$ cat config.mk
export PLATFORM = sky130hd
export DESIGN_NAME = deserializer16
export DESIGN_NICKNAME = d
export VERILOG_FILES = /design/src/rtl/deserializer16_pkg.sv /design/src/rtl/deserializer16_bit_counter.sv /design/src/rtl/deserializer16.sv
export SDC_FILE = /design/constraint.sdc
export NUM_CORES = 1
export LEC_CHECK = 0
export BUFFER_PORTS_ARGS = -buffer_cell sky130_fd_sc_hd__buf_2
export CORE_MARGIN = 4
export CORE_UTILIZATION = 58
export DETAILED_ROUTE_END_ITERATION = 10
export PLACE_DENSITY_LB_ADDON = 0.12
export SETUP_SLACK_MARGIN = 0.5
export SYNTH_ARGS = -nofsm -noshare
export SYNTH_HDL_FRONTEND = slang
export SYNTH_SLANG_ARGS = --single-unit
$ cat constraint.sdc
create_clock -name clk -period 2.6 [get_ports clk]
set_input_delay 0.26 -clock clk [delete_from_list [all_inputs] [get_ports clk]]
set_output_delay 0.26 -clock clk [all_outputs]
set_load 0.02 [all_outputs]
$ cat src/rtl/deserializer16_pkg.sv
// Shared constants and FSM state encoding for the 16-bit serial-to-parallel deserializer.
package deserializer16_pkg;

    localparam int FRAME_BITS = 16;
    localparam int IDX_W      = 4;

    typedef enum logic [0:0] {
        ST_IDLE = 1'b0,
        ST_RECV = 1'b1
    } state_t;

endpackage

$ cat src/rtl/deserializer16_bit_counter.sv
// Bit-index counter for the frame being assembled; load1 restarts at bit 1, inc wraps 15 -> 0.
module frame_bit_counter
    import deserializer16_pkg::*;
(
    input  logic             clk,
    input  logic             rst,
    input  logic             load1,
    input  logic             inc,
    output logic [IDX_W-1:0] count
);

    // NOTE: sequential state is assigned with <= only, so every flop samples pre-edge values.
    always_ff @(posedge clk or negedge rst) begin
        if (!rst) begin
            count <= '0;
        end else if (load1) begin
            count <= IDX_W'(1);
        end else if (inc) begin
            count <= count + IDX_W'(1);
        end
    end

endmodule

$ cat src/rtl/deserializer16.sv
// Deserializer: assembles LSB-first serial frames into 16-bit words behind a one-word
// valid/ready output buffer, with sticky overrun and frame-error flags.
module deserializer16
#(
    parameter int FRAME_BITS = 16
)
(
    input  logic                  clk,
    input  logic                  rst,
    input  logic                  sin_valid,
    input  logic                  sin_start,
    input  logic                  sin_data,
    input  logic                  err_clr,
    input  logic                  pout_ready,
    output logic [FRAME_BITS-1:0] pout_data,
    output logic                  pout_valid,
    output logic [3:0]            bit_count,
    output logic                  overrun,
    output logic                  frame_err
);

    import deserializer16_pkg::*;

    state_t                state;
    logic [FRAME_BITS-1:0] asm_q;
    logic                  start_bit;
    logic                  data_bit;
    logic                  last_bit;
    logic                  buf_free;
    logic [FRAME_BITS-1:0] word_next;

    // NOTE: every always_comb output gets a default first so no path leaves it unassigned (no latch).
    always_comb begin
        start_bit = 1'b0;
        data_bit  = 1'b0;
        last_bit  = 1'b0;
        if (sin_valid) begin
            start_bit = sin_start;
            data_bit  = !sin_start && (state == ST_RECV);
            last_bit  = data_bit && (bit_count == IDX_W'(FRAME_BITS - 1));
        end
    end

    assign buf_free  = !pout_valid || pout_ready;
    assign word_next = {sin_data, asm_q[FRAME_BITS-2:0]};

    frame_bit_counter u_counter (
        .clk   (clk),
        .rst   (rst),
        .load1 (start_bit),
        .inc   (data_bit),
        .count (bit_count)
    );

    // NOTE: the assembly register is reset too, so a reset mid-frame leaves no stale bits behind.
    always_ff @(posedge clk or negedge rst) begin
        if (!rst) begin
            state <= ST_IDLE;
            asm_q <= '0;
        end else begin
            if (start_bit) begin
                state <= ST_RECV;
                asm_q <= FRAME_BITS'(sin_data);
            end else if (data_bit) begin
                asm_q[bit_count] <= sin_data;
                if (last_bit) begin
                    state <= ST_IDLE;
                end
            end
        end
    end

    // A word completing while the buffer is held is dropped; the buffered word stays put.
    always_ff @(posedge clk or negedge rst) begin
        if (!rst) begin
            pout_data  <= '0;
            pout_valid <= 1'b0;
        end else if (last_bit && buf_free) begin
            pout_data  <= word_next;
            pout_valid <= 1'b1;
        end else if (pout_valid && pout_ready) begin
            pout_valid <= 1'b0;
        end
    end

    // Set has priority over err_clr when both happen on the same edge.
    always_ff @(posedge clk or negedge rst) begin
        if (!rst) begin
            overrun   <= 1'b0;
            frame_err <= 1'b0;
        end else begin
            overrun   <= (last_bit && !buf_free) || (overrun && !err_clr);
            frame_err <= (start_bit && state == ST_RECV) || (frame_err && !err_clr);
        end
    end

endmodule
Yosys cells after proc, flatten, opt, wreduce, memory -nomap -nowiden
Index checks and enable logic that the tools add are counted.
Widths: inputs -> output; s select.
{"block": "totals", "register_bits": 40, "latch_bits": 0, "mem_bits_rw": 0, "mem_bits_ro": 0, "input_bits": 7, "out_inout_bits": 23, "mem_count": 0}
{"block": "op_classes", "n_addsub": 1, "mul": 0, "n_div": 0, "n_lt_le_gt_ge": 2, "eq_ne": 1, "shifts": 0, "mux": 15, "bitwise_logic": 0, "reduce_logical": 20}
{"op": "$mux 16", "count": 2}
{"op": "$bwmux 16", "count": 1}
{"op": "$logic_and 1x1->1", "count": 9}
{"op": "$mux 1", "count": 9}
{"op": "$mux 4", "count": 2}
{"op": "$reduce_bool 2->1", "count": 3}
{"op": "$lt 4x5->1 const B", "count": 1}
{"op": "$add 4x1->4 const B", "count": 1}
{"op": "$demux 1 s4", "count": 1}
{"op": "$eq 4x4->1 const B", "count": 1}
{"op": "$ge 4x1->1 const B", "count": 1}
{"op": "$logic_not 1->1", "count": 4}
{"op": "$logic_or 1x1->1", "count": 3}
{"op": "$reduce_and 2->1", "count": 1}

Logic depth before layout (Yosys ltp)
Gate-level depths: netlist of the first run.
{"block": "depth", "depth_word": 7, "mapped_depth": 5}

Modules after synthesis
Synthesis of the first run repeated with hierarchy kept, for this count alone.
{"block": "unflattened", "cells_unflattened": 145, "hier_area_um2": 1776.7}
{"module": "deserializer16", "n_inst": 1, "cells_per_inst": 129, "area_per_inst_um2": 1581.5}
{"module": "frame_bit_counter", "n_inst": 1, "cells_per_inst": 16, "area_per_inst_um2": 195.2}

Worst setup path before layout of the first run
Ideal clock, no wire load.
{"block": "synth_path", "path_type": "reg-to-reg", "start": "reg u_counter.count[0]", "end": "reg pout_data[10]", "arrival_time_ps": 1777, "required_ps": 2475, "setup_slack_ps": 698, "stages_incl_launch_ff": 6, "synth_period_minus_slack_ps": 1902, "path_cell_list": "dfrtp_1 > ha_1 > nand4b_4 > nor3b_4 > buf_12 > mux2_4"}
{"block": "synth_via", "elab_chain_len": 4}
{"item": "start, declared", "line_no": "deserializer16_bit_counter.sv:9", "rtl": "output logic [IDX_W-1:0] count"}
{"item": "start signal, assigned", "line_no": "deserializer16_bit_counter.sv:19", "rtl": "count <= count + IDX_W'(1);"}
{"item": "$eq 4x4->1", "line_no": "deserializer16.sv:40", "rtl": "last_bit = data_bit && (bit_count == IDX_W'(FRAME_BITS - 1));"}
{"item": "$logic_and 1x1->1", "line_no": "deserializer16.sv:40"}
{"item": "$mux 1", "line_no": "deserializer16.sv:37", "rtl": "if (sin_valid) begin"}
{"item": "$logic_and 1x1->1", "line_no": "deserializer16.sv:78", "rtl": "end else if (last_bit && buf_free) begin"}
{"item": "end signal, assigned", "line_no": "deserializer16.sv:79", "rtl": "pout_data <= word_next;"}
{"item": "end, declared", "line_no": "deserializer16.sv:15", "rtl": "output logic [FRAME_BITS-1:0] pout_data,"}
No other way between the ends.
A chain may end at the register's enable or synchronous reset.

Final worst setup path of the first run
{"block": "layout_path", "start": "reg u_counter.count[0]", "end": "reg pout_data[4]"}
Same word-level chain as after synthesis.

==> results of run 1 <==
[sequential cells by signal, summed over array words and instances, names as in the netlist]
signal,cells
frame_err,1
pout_valid,1
pout_data,16
state,1
u_counter.count,4
overrun,1
asm_q,15
[metrics by stage]
| step | cells | cell area, um2 | power [mW] | utilization |
|---|---|---|---|---|
| final | 195 | 1980 | 1.17 | 0.693 |
| after global routing | 195 | 1980 | 1.25 | 0.693 |
| after CTS | 195 | 1980 | 1.18 | 0.693 |
| after detailed placement | 187 | 1920 | 0.886 | 0.674 |
| after global placement | 187 | 1920 | 0.876 | 0.674 |
| after floorplan | 134 | 1790 | 0.822 | - |
[cells by family after synthesis]
| family | Yosys count |
|---|---|
| simple gates | 26 |
| xor+xnor | 1 |
| mux | 19 |
| compound gates | 33 |
| buf+inv | 12 |
| flops | 39 |
| fa+ha+maj | 4 |
[cell usage after synthesis (2+ instances only)]
master | count | area share
mux2_4 | 10 | 0.084
o31ai_1 | 10 | 0.042
a21oi_1 | 3 | 0.0084
o41ai_1 | 3 | 0.015
clkbuf_1 | 4 | 0.0084
ha_1 | 4 | 0.028
dfrtp_1 | 39 | 0.55
inv_1 | 3 | 0.0063
o211ai_1 | 9 | 0.038
mux2_2 | 7 | 0.044
nor2_1 | 3 | 0.0063
mux2i_1 | 2 | 0.011
o311ai_0 | 3 | 0.015
nand2b_1 | 3 | 0.011
nand3_1 | 2 | 0.0056
nand2_1 | 8 | 0.017
nand4b_1 | 3 | 0.015
[power by group through the flow]
stage          registers [mW]  clock network, mW  logic (mW)
2_1_floorplan           0.705                  0       0.117
3_3_place_gp            0.694                  0       0.182
3_5_place_dp            0.698                  0       0.188
4_1_cts                 0.686              0.309       0.189
5_1_grt                 0.695              0.348       0.209
6_report                0.686              0.297       0.187
[worst max-delay path, delay by kind of cell (launching register included)]
| kind | cells | cell delay (ns) |
|---|---|---|
| DFF | 1 | 0.47 |
| buffers and inverters | 1 | 0.23 |
| muxes | 1 | 0.35 |
| and+or+nand+nor | 2 | 0.43 |
| adders and majority gates | 1 | 0.26 |
[path summary, 6_finish.rpt]
kind | start | end | depth (start not counted)
worst max-delay path | u_counter.count[0] | pout_data[4] | 5
worst min register to register | overrun | overrun | 1
worst min-delay path | rst | asm_q[1] | 1
min in group clk | err_clr | overrun | 3
worst max register to register | u_counter.count[0] | pout_data[4] | 5
max in group asynchronous | rst | pout_data[8] | 1
[layer usage]
layer,GRT usage,vias to the layer above
li1,-,565
met1,0.223,570
met2,0.312,34
met4,0.0997,0
met5,0,-
met3,0.0622,7
[layout make-up]
cell class | count | area [um2] | share of cell area
Sequential cell | 39 | 976 | 0.494
Multi-Input combinational cell | 83 | 736 | 0.372
Timing Repair Buffer | 31 | 160 | 0.0811
Clock buffer | 6 | 41.3 | 0.0209
Tap cell | 31 | 38.8 | 0.0196
Clock inverter | 2 | 12.5 | 0.00633
Inverter | 3 | 11.3 | 0.00570
==> metrics.txt, run 1 <==
final worst setup slack=0.759 ns; outcome=completed; Slew @ Worst Pin=0.821 ns; commonest cells after routing, fill and taps aside=39 x dfrtp_1, 29 x buf_2, 10 x o31ai_1, 10 x mux2_4, 9 x o211ai_1; die height=63.5 um; power share of the clock group=0.254; Clock Pin Slew Worst Setup and Hold Paths=0.12 ns; CTS H-tree depth=2; Root Driver=clkbuf_4; CP Cell Sequence=ha_1, nand4b_4, nor3b_4, buf_4, mux2_2; Final Max Slew Viols=0; Setup Buffers After CTS=0; vias=1,176; Iter 0 DRT Violations=45; global-route wire length before repair=5890 um; Detailed Route WL=3350 um; nets@finish=174; CTS tree=yes; Req. time, crit path=2.83 ns; total I/O pin count=30; WL/cell=17.2 um; # port buffers=29; Post-CTS Hold Buffers=0; largest net degree at the start of global routing=40; Seq/Total Area, Yosys=0.547; antenna-violating nets left=0; Seq pwr share=0.587; mean number of vias per cell=6.03; Data arrival, critical path=2.08 ns; First-pass DRT Iterations=4; Post-Synth Adder-Cell Area=0.0280; largest family of logic cells by synthesized area=multiplexers; synthesized area per cell=13.3 um2; vias in the first global route=1,229; drt drc=0; CTS buffer count=5; grt ovf=0; area of the core=2850 um2; row cnt=19; Slowest-stage cell, CP=dfrtp_1; Layout area overhead=10.7%; Setup crit start kind=flip-flop; final hold vios=0; antenna violations before repair=0; wire length on met2=1690 um; Syn Nets=145; Synth Flop Type=dfrtp_1; period utilization=0.708; WS Path Type=reg -> reg; DRT met1 WL=1410 um; multiplexer share of the synthesized area=0.139; Switching Share=0.305; simple-gate portion of the synthesized area=0.101; GP Congestion=0.824; Power Density=592 nW/um2; Largest stage delay, worst path=0.47 ns; crit path max fanout=10; Die W=63.5 um; antenna diode count=0; setup tns final=0 ns; NetSw=357 uW; Syn Inst Count=134; clk sink count=39; final setup fails=0; met3 WL post-DR=165 um; max-cap viol count=0; commonest non-fill, non-tap cell in the layout=dfrtp_1; clk_lat worst skew=0.34 ns; minimum clock period=1.84 ns; Total GRT Usage=0.191; leakage power=0.989 nW; Critical Path End Type=flip-flop; Fillers=224; Synth Area in XOR/XNOR=0.00491; flop2flop setup slack=0.76 ns; share of cells above drive strength 1=0.354; Compound-Gate Fraction of Synth Area=0.139; die area=4030 um2; Rel. slew slack=0.453; Place WS=0.770 ns; register bit count reported by yosys=39; clock skew=0.0133 ns; Starting Density=0.626; internal power=812 uW; VDD IR max=0.399 mV; combinational share of power=0.160; Clock Path Buffers=2; Final Hold Slack=0.00335 ns; hpwl dp=2420 um; max layer used=met4; Synth cell types=35; EDFF count, synth=0; Post-Syn Area=1790 um2; Hold Crit Class=in -> async; Async SR Flop Fraction=1.00; Max Fclk=543 MHz; unrepaired setup endpoints after global routing=false; Syn. warnings=0; Resize count post-CTS=0
Power figures use the tool's default switching activity.
==> inputs of run 2 (changes only) <==
--- a/config.mk
+++ b/config.mk
@@ -7,7 +7,7 @@
 export LEC_CHECK = 0
 export BUFFER_PORTS_ARGS = -buffer_cell sky130_fd_sc_hd__buf_2
 export CORE_MARGIN = 4
-export CORE_UTILIZATION = 58
+export CORE_UTILIZATION = 49
 export DETAILED_ROUTE_END_ITERATION = 10
 export PLACE_DENSITY_LB_ADDON = 0.12
 export SETUP_SLACK_MARGIN = 0.5
==> constraint.sdc (replaced) <==
create_clock -name clk -period 1.52 [get_ports clk]
set_input_delay 0.152 -clock clk [delete_from_list [all_inputs] [get_ports clk]]
set_output_delay 0.152 -clock clk [all_outputs]
set_load 0.02 [all_outputs]
==> run 2 against run 1 <==
Power rose by 100%; critical path type unchanged; non-clock buffer count increased by 42; the flow now finishes with violations (setup timing); sequential share of layout area is 13 points lower.
==> metrics.txt, run 2 (synthesis results as in run 1) <==
Worst path top cell family by delay=flip-flops; grt ovf=0; Clock Pin Slew Worst Setup and Hold Paths=0.11 ns; failing checks=setup timing; nets@finish=216; Setup crit start kind=flip-flop; WS Path Type=reg -> reg; row cnt=21; Power, Total=2.36 mW; Die W=68.4 um; Req. time, crit path=1.75 ns; crit path to=pout_data[0]; Hold Crit Class=in -> reg; Detailed Route WL=3990 um; VDD IR max=0.776 mV; Rel. slew slack=0.821; final worst setup slack=-0.0151 ns; Power Density=879 nW/um2; First-pass DRT Iterations=4; CTS buffer count=5; Worst path depth=6; CP Cell Sequence=ha_4, nand4b_4, nor3b_4, buf_4, buf_12, mux2_4; period utilization=1.01; max FFs per register=16; vias in the first global route=1,462; biggest regs=pout_data (16), asm_q (15), u_counter.count (4); Layout area overhead=50.7%; WL/cell=15.8 um; vias=1,362; Iter 0 DRT Violations=70; HP Start=sin_data; Data arrival, critical path=1.76 ns; Place WS=-0.0745 ns; Slowest-stage cell, CP=dfrtp_2; clk_lat worst skew=0.34 ns; die area=4670 um2; total I/O pin count=30; leakage power=1.26 nW; # port buffers=29; Non-Filler Instances=252; share of cells above drive strength 1=0.587; Starting Density=0.523; Total GRT Usage=0.196; outcome=finished with violations; R2R Path End=pout_data[0]; mean number of vias per cell=5.40; Final Max Slew Viols=0; antenna violations before repair=0; commonest cells after routing, fill and taps aside=35 x dfrtp_1, 32 x buf_4, 31 x buf_6; commonest non-fill, non-tap cell in the layout=dfrtp_1; flop2flop setup slack=-0.02 ns; Slew @ Worst Pin=0.264 ns; GP Congestion=0.837; Largest stage delay, worst path=0.40 ns; Clock Path Buffers=2; Root Driver=clkbuf_4; crit path max fanout=8; Buf/Inv on CP=2; area of the core=3420 um2; Inst Count DP=216; Fillers=210; Max Fclk=651 MHz; Critical path origin=u_counter.count[0]; die height=68.4 um; Critical Path End Type=flip-flop; largest net degree at the start of global routing=40; clock skew=0.00896 ns; unrepaired setup endpoints after global routing=true; Reg2Reg Depth=6; hpwl dp=2390 um; antenna-violating nets left=0; CTS tree=yes; clk sink count=39; drt drc=0; minimum clock period=1.54 ns; global-route wire length before repair=6800 um; antenna diode count=0; largest register by flop count=pout_data; r2r startpoint=u_counter.count[0]; CTS H-tree depth=2; final setup fails=10; max-cap viol count=0; final hold vios=0
## run 2: changes by cell type in the layout (fill, tap and decap cells not counted), moves of 7 or more
cell / before / now
mux2_2: 7 / 0
mux2_4: 10 / 17
buf_4: 2 / 32
buf_6: 0 / 31
buf_2: 29 / 6
## run 2: how the worst min path moves through the flow
stage,endpoint,slack (ns),cells after the start
3_3_place_gp,pout_data[10],0.13,2
5_1_grt,pout_data[15],0.05,2
6_report,pout_data[15],0.08,2
4_1_cts,overrun,0.05,3
3_5_place_dp,asm_q[8],0.14,2
2_1_floorplan,asm_q[0],-0.14,0
## run 2: per-stage QoR
stage / hold WS [ns] / TNS (ns) / util / area (um2)
floorplan: -0.144 / -3.13 / - / 1840
global placement: 0.134 / -0.142 / 0.615 / 2100
detailed placement: 0.137 / -0.694 / 0.615 / 2100
CTS: 0.0484 / -0.314 / 0.769 / 2630
global route: 0.0545 / -1.83 / 0.788 / 2690
finish: 0.0752 / -0.0680 / 0.788 / 2690
## run 2: layout make-up
| type | instances | area (um2) | area share |
|---|---|---|---|
| clock buffers | 7 | 45.0 | 0.0167 |
| clock inverters | 1 | 5.00 | 0.00186 |
| inverters | 3 | 16.3 | 0.00605 |
| multi-input cells | 83 | 888 | 0.330 |
| flip-flops and latches | 39 | 981 | 0.365 |
| well taps | 46 | 57.6 | 0.0214 |
| repair buffers | 73 | 697 | 0.259 |
## run 2: metal layers
| layer | track usage | share of wire |
|---|---|---|
| met1 | 0.247 | 0.44 |
| met2 | 0.320 | 0.51 |
| met3 | 0.0525 | 0.041 |
| met4 | 0.0769 | 0.015 |
| met5 | 0 | 0 |
## run 2: repair_timing
action | 4_1_cts | 5_1_grt
gates cloned | 1 | 0
endpoints found under the hold margin | 39 | 0
setup endpoints to repair | 61 | 61
buffers inserted | 21 | 5
pin swaps | 4 | 4
resized for setup | 79 | 6
hold buffers | 1 | 0
## run 2: power by group
| group | internal, mW | switching, mW |
|---|---|---|
| registers | 1.10 | 0.0463 |
| clock network | 0.181 | 0.328 |
| logic | 0.354 | 0.355 |
